[src/rtl/coeff_bank.sv]
// coeff_bank: double-buffered coefficient store.
// A collector fills one of two banks with a pixel count P followed by NTAP
// signed coefficients. An issuer presents a full bank's coefficients for P
// pixel handshakes, then retires the bank.
// Ports:
//   clk, rst                     clock, asynchronous active-high reset
//   pixel_count_valid/_ready/    pixel count P for the next set (unsigned)
//   pixel_count
//   coeff_valid/_ready/_data     one coefficient per handshake
//   coeffs_valid/_ready/_data    full coefficient set, one pixel per handshake
//   set_done                     one-cycle pulse after a set is retired
module coeff_bank #(
  parameter int unsigned NTAP = 9,
  parameter int unsigned CW   = 9,
  parameter int unsigned PCW  = 16
) (
  input  logic           clk,
  input  logic           rst,
  input  logic           pixel_count_valid,
  output logic           pixel_count_ready,
  input  logic [PCW-1:0] pixel_count,
  input  logic           coeff_valid,
  output logic           coeff_ready,
  input  logic [CW-1:0]  coeff_data,
  output logic           coeffs_valid,
  input  logic           coeffs_ready,
  output logic [CW-1:0]  coeffs_data [NTAP],
  output logic           set_done
);

  localparam int unsigned KW = (NTAP > 1) ? $clog2(NTAP) : 1;
  localparam logic [KW-1:0] K_LAST = KW'(NTAP - 1);

  typedef enum logic {C_CNT, C_COEF} cstate_e;

  cstate_e        state_q, state_d;
  logic           wr_sel_q, wr_sel_d;
  logic           rd_sel_q, rd_sel_d;
  logic [KW-1:0]  k_q, k_d;
  logic [PCW-1:0] n_q, n_d;
  logic [1:0]     full_q, full_d;
  logic [PCW-1:0] cnt_q [2];
  logic [CW-1:0]  bank_q [2][NTAP];
  logic           set_done_q;

  logic           pc_rdy;
  logic           c_rdy;
  logic           cnt_we;
  logic           coef_we;
  logic           commit;
  logic [PCW-1:0] cur_cnt;
  logic           cur_full;
  logic           valid_c;
  logic           hs;
  logic           retire;

  // Collector: count phase then NTAP coefficient handshakes into bank wr_sel.
  always_comb begin
    state_d  = state_q;
    wr_sel_d = wr_sel_q;
    k_d      = k_q;
    pc_rdy   = 1'b0;
    c_rdy    = 1'b0;
    cnt_we   = 1'b0;
    coef_we  = 1'b0;
    commit   = 1'b0;
    case (state_q)
      C_CNT: begin
        pc_rdy = !full_q[wr_sel_q];
        if (pixel_count_valid && pc_rdy) begin
          cnt_we  = 1'b1;
          k_d     = '0;
          state_d = C_COEF;
        end
      end
      C_COEF: begin
        c_rdy = 1'b1;
        if (coeff_valid) begin
          coef_we = 1'b1;
          if (k_q == K_LAST) begin
            commit   = 1'b1;
            wr_sel_d = !wr_sel_q;
            k_d      = '0;
            state_d  = C_CNT;
          end else begin
            k_d = k_q + KW'(1);
          end
        end
      end
      default: state_d = C_CNT;
    endcase
  end

  // Issuer: a zero-count bank retires on its own without presenting valid.
  always_comb begin
    cur_cnt  = cnt_q[rd_sel_q];
    cur_full = full_q[rd_sel_q];
    valid_c  = cur_full && (cur_cnt != '0);
    hs       = valid_c && coeffs_ready;
    retire   = (hs && (n_q == cur_cnt - PCW'(1))) || (cur_full && (cur_cnt == '0));
    rd_sel_d = rd_sel_q;
    n_d      = n_q;
    if (retire) begin
      rd_sel_d = !rd_sel_q;
      n_d      = '0;
    end else if (hs) begin
      n_d = n_q + PCW'(1);
    end
  end

  // Commit only targets a non-full bank and retire only a full one, so the
  // two updates never collide on the same flag.
  always_comb begin
    full_d = full_q;
    if (commit) full_d[wr_sel_q] = 1'b1;
    if (retire) full_d[rd_sel_q] = 1'b0;
  end

  // Control state
  always_ff @(posedge clk or posedge rst) begin
    if (rst) begin
      state_q    <= C_CNT;
      wr_sel_q   <= 1'b0;
      rd_sel_q   <= 1'b0;
      k_q        <= '0;
      n_q        <= '0;
      full_q     <= '0;
      set_done_q <= 1'b0;
    end else begin
      state_q    <= state_d;
      wr_sel_q   <= wr_sel_d;
      rd_sel_q   <= rd_sel_d;
      k_q        <= k_d;
      n_q        <= n_d;
      full_q     <= full_d;
      set_done_q <= retire;
    end
  end

  // Bank storage; writes only reach the bank being collected, which is never full.
  always_ff @(posedge clk or posedge rst) begin
    if (rst) begin
      for (int unsigned b = 0; b < 2; b++) begin
        cnt_q[b] <= '0;
        for (int unsigned i = 0; i < NTAP; i++) bank_q[b][i] <= '0;
      end
    end else begin
      if (cnt_we)  cnt_q[wr_sel_q] <= pixel_count;
      if (coef_we) bank_q[wr_sel_q][k_q] <= coeff_data;
    end
  end

  // Outputs; pixel_count_ready is held low while reset is asserted.
  always_comb begin
    for (int unsigned i = 0; i < NTAP; i++) coeffs_data[i] = bank_q[rd_sel_q][i];
  end

  assign pixel_count_ready = pc_rdy && !rst;
  assign coeff_ready       = c_rdy;
  assign coeffs_valid      = valid_c;
  assign set_done          = set_done_q;

endmodule

[config.mk]
export PLATFORM = sky130hd
export DESIGN_NAME = coeff_bank
export DESIGN_NICKNAME = d
export VERILOG_FILES = /design/src/rtl/coeff_bank.sv
export SDC_FILE = /design/constraint.sdc
export NUM_CORES = 1
export LEC_CHECK = 0
export ABC_AREA = 1
export BUFFER_PORTS_ARGS = -buffer_cell sky130_fd_sc_hd__buf_2
export CORE_MARGIN = 5
export CORE_UTILIZATION = 59
export CTS_CLUSTER_DIAMETER = 150
export CTS_CLUSTER_SIZE = 30
export DETAILED_ROUTE_END_ITERATION = 8
export PLACE_DENSITY = 0.79
export SETUP_SLACK_MARGIN = 0.02
export SKIP_CTS_REPAIR_TIMING = 1
export SYNTH_ARGS = -nofsm -noshare
export SYNTH_HDL_FRONTEND = slang
export SYNTH_SLANG_ARGS = --single-unit
[constraint.sdc]
create_clock -name clk -period 8.7 [get_ports clk]
set_input_delay 2.175 -clock clk [delete_from_list [all_inputs] [get_ports clk]]
set_output_delay 2.175 -clock clk [all_outputs]
set_load 0.01 [all_outputs]
Word level (Yosys, flattened, before mapping)
Cells that the tools add are included.
Widths: inputs -> output; s select.
Operators by class
  eq/ne operators: 4
  reduce and logical (&&, ||, !) cells: 20
  mux-type cells: 42
  bitwise operators: 7
  magnitude comparators: 9
  add/subtract/negate cells: 3
Operators by type and width (number)
  $mux 81: 4
  $bwmux 162: 1
  $mux 16: 6
  $demux 81 s1: 1
  $demux 9 s4: 1
  $bwmux 32: 1
  $mux 1: 17
  $add 16x1->16 const B: 1
  $demux 16 s1: 1
  $eq 16x16->1: 1
  $logic_not 16->1: 1
  $reduce_bool 16->1: 1
  $sub 16x1->16 const B: 1
  $mux 4: 3
  $logic_and 1x1->1: 10
  $mux 9: 1
  $pmux 4 s2: 1
  $ge 5x5->1 const B: 1
  $lt 5x1->1 const B: 1
  $not 4->5: 1
  $add 4x1->4 const B: 1
  $eq 4x4->1 const B: 1
  $ge 2x2->1 const B: 2
  $logic_not 1->1: 4
  other kinds (16): 22
Storage, ports and cells
  logic and storage cells: 112
  bits of input ports: 30
  bits in registers: 220

Longest topological paths before layout
  word-level depth: 10
  mapped depth: 18
  depth with buffers taken out: 17

Worst setup path after synthesis
No wires, ideal clock.
  kind: input to output
  from: in rst
  to: out pixel_count_ready
  data required time: 6525 ps
  path buffers: 0
  cell stages on the path: 1
  setup slack: 4181 ps
  arrival time: 2344 ps
  path through: nor2_1
Between the ends
  cells in the longest elaborated chain, start to end: 2
RTL lines
  start, declared: line 18  | input logic rst,
  $logic_not 1->1: line 158  | assign pixel_count_ready = pc_rdy && !rst;
  $logic_and 1x1->1: line 158
  end, declared: line 20  | output logic pixel_count_ready,
No other way between the ends.

Worst setup path after layout
  from: reg rd_sel_q
  to: out coeffs_valid
Between the ends
  cells in the longest elaborated chain, start to end: 6
RTL lines
  start, declared: line 38  | logic rd_sel_q, rd_sel_d;
  start signal, assigned: line 132  | rd_sel_q <= rd_sel_d;
  $not 1->2 (not written as such): line 96  | cur_cnt = cnt_q[rd_sel_q];
  $mux 16 (not written as such) (3 in series): line 96
  $reduce_bool 16->1: line 98  | valid_c = cur_full && (cur_cnt != '0);
  $logic_and 1x1->1 *: line 98
  end, declared: line 25  | output logic coeffs_valid,
Every way passes the cells marked *; elsewhere a longest branch is shown, timed or not. The select of a mux whose other input is x is not followed.

==> flow_summary.yaml <==
status:
  status: "finished clean"
floorplanning:
  start_util_pct: 59.6
  die_h_um: 144
  ios: 115
  core_area_sq_um: 17900
  die_area_sq_um: 20900
  chipWidth_um: 144
  std_cell_rows: 49
yosys:
  synth_top_area_share_pct: 51.6
  synth_cell_types: 34
  synthArstFlopShare_pct: 100
  synth_compound_area_share_pct: 9.85
  yosys.area.top_type: "dfrtp_1"
  synth_common_cells: "577 x nand2_1, 220 x dfrtp_1, 178 x o21ai_0"
  netlist_area_sq_um: 10700
  yosysMostFrequentCell: "nand2_1"
  ys_top_cells_by_area: "dfrtp_1 52%, nand2_1 20%, o21ai_0 8.4%"
  synth_fa_ha_area_share_pct: 0.821
  synth_cells: 1382
  synth-seq-area-share_pct: 51.6
  syn-num-nets: 1419
  yosysWarnings: 0
  synthXorXnorAreaFrac_pct: 2.22
  ys.flop_type: "dfrtp_1"
  synthSimpleGateAreaFrac_pct: 28.9
  ys_ff_latch: 220
  syn_area_per_cell_sq_um: 7.72
  synth_edf_count: 0
  synth_top_family_by_area: "simple AND/OR/NAND/NOR gates"
  synthMuxAreaShare_pct: 0.950
grt:
  grt_pass1_wl_um: 44000
  use_met2_pct: 44.4
  grt_pass1_vias: 8912
  grtUsageMet1_pct: 34.4
  grt_antenna_before_repair: 1
  top_usage_layer: "met2"
  use_met3_pct: 3.34
  grt_usage_pct: 26.2
  grt-ovfl-total: 0
  grt_max_degree: 152
timing:
  finalHoldViolCount: 0
  min_period_ns: 5.10
  rsz0062_at_grt: "false"
  holdWs_ns: 0.492
  relSlewSlack_pct: 30.5
  setup_viol: 0
  fmax_mhz: 196
  finalCritPeriodShare_pct: 58.6
  fin_tns_setup_ns: 0
  maxSlewViolCount: 0
  clock_skew_ns: 0.0249
  worst_slew_pin_slew_ns: 1.04
clock_tree:
  cts_root_buf: "clkbuf_16"
  cts_buffers: 11
  clkTransAtPathRegs_ns: 0.12
  htree_levels: 1
  cts_buffer_depth: 3
  cts_sinks: 220
  clock_latency_ns: 0.47
  cts_tree: "done"
worst_setup_path:
  slowest_stage: "inv_2"
  cp-end-kind: "output port"
  startpoint_type: "flop"
  critPathKind: "flop to output port"
  worstPathArrival_ns: 2.93
  cp_cell_sequence: "inv_2 -> nand2_1 -> nand2_1 -> ha_1 -> nand3_1 -> nor2_1 -> a21oi_4 -> buf_2"
  max_stage_delay_ns: 0.68
  crit_required_ns: 6.53
  cp_max_fo: 53
  path_common_cell: "nand2_1"
routing:
  first_pass_iters: 5
  via_per_inst: 5.35
  dr_total_vias: 9029
  drt-wirelength-per-cell_um: 15.7
  routed_wl_um: 26500
  drcViolationCount: 0
  ant_nets: 0
  drt_iter0_drc: 637
place:
  gp_congestion: 0.959
  io_buffers: 114
  place_hpwl_um: 17900
min_path:
  hold_class: "flop to flop"
pwr:
  peakVddDrop_uv: 256
  power.leakage_nw: 6.05
  power_density_nw_per_um2: 325
finish:
  multi_input_area_sq_um: 4550
  seq_area_sq_um: 5510
  nFillCells: 1551
  drive_gt1_share_pct: 12.2
  area_growth_pct: 8.93
  finalNetCount: 1494
run:
  cap_violations: 0
flip-flops by register name (all words and copies together) (netlist names):
name      cells
set_done      1
bank_q      162
wr_sel_q      1
k_q           4
rd_sel_q      1
cnt_q        32
n_q          16
full_q        2
state_q       1
layout make-up:
type	instances	share of cell area, %
multi-input combinational	1011	39.2
sequential	220	47.4
timing repair buffer	119	5.23
tap	229	2.47
antenna	1	0.0215
inverter	94	3.10
clock inverter	1	0.172
clock buffer	12	2.40
where the power goes:
part	switching [W]	internal, W	total (W)
Combinational	0.000967	0.000547	0.00151
Clock	0.000324	0.000238	0.000562
Sequential	0.000247	0.00145	0.00170
layer usage:
metal / vias up / wire length [um]
li1: 4474 / -
met4: 0 / 1010
met2: 229 / 13200
met5: - / 0
met1: 4265 / 11300
met3: 61 / 1030
placed cells by master, fill, tap and decap left out, types with 3 or more instances in the layout:
cell,netlist,final
clkbuf_16,0,11
o21ai_0,178,178
xnor2_1,4,4
nand3_1,44,44
inv_2,3,3
nand2_2,5,5
nor2_1,86,86
buf_2,3,114
a21oi_1,27,27
ha_1,7,7
inv_1,89,88
nor2_2,17,17
nor3_1,7,7
nand4_1,12,12
nor2_4,3,3
dfrtp_1,220,219
mux2_2,9,9
buf_4,1,5
xor2_1,23,23
nand2_1,577,577
worst max-delay path, delay by kind of cell (launching register included):
kind	cells	cell delay (ns)
buf+inv	2	0.85
simple gates	4	0.64
flops	1	0.60
fa+ha+maj	1	0.23
compound gates	1	0.12
cells by family after synthesis:
group	count (synthesis)
compound gates	207
xor+xnor	27
fa+ha+maj	7
buf+inv	151
flops	220
mux	9
simple gates	761
through the flow:
step / power [W] / util (%) / area [sq um] / std cells / worst slack, ns
after detailed placement: 0.00322 / 63.2 / 11300 / 1673 / 3.98
after floorplan: 0.00273 / - / 10700 / 1382 / 0.504
final: 0.00377 / 64.9 / 11600 / 1687 / 3.60
after global placement: 0.00316 / 63.2 / 11300 / 1673 / 3.98
after global routing: 0.00411 / 64.9 / 11600 / 1687 / 3.39
after CTS: 0.00379 / 64.9 / 11600 / 1686 / 3.59
final timing paths:
path                                  start      endpoint  slack (ns)  depth (start not counted)
worst max-delay path               rd_sel_q  coeffs_valid        3.60                          8
worst min-delay path            bank_q[144]   bank_q[144]        0.49                          2
worst max register to register     rd_sel_q       n_q[13]        5.11                         15
worst min register to register  bank_q[144]   bank_q[144]        0.49                          2
max in group asynchronous               rst      rd_sel_q        5.26                          3
min in group asynchronous               rst    bank_q[88]        1.89                          2
Power figures use the tool's default switching activity.
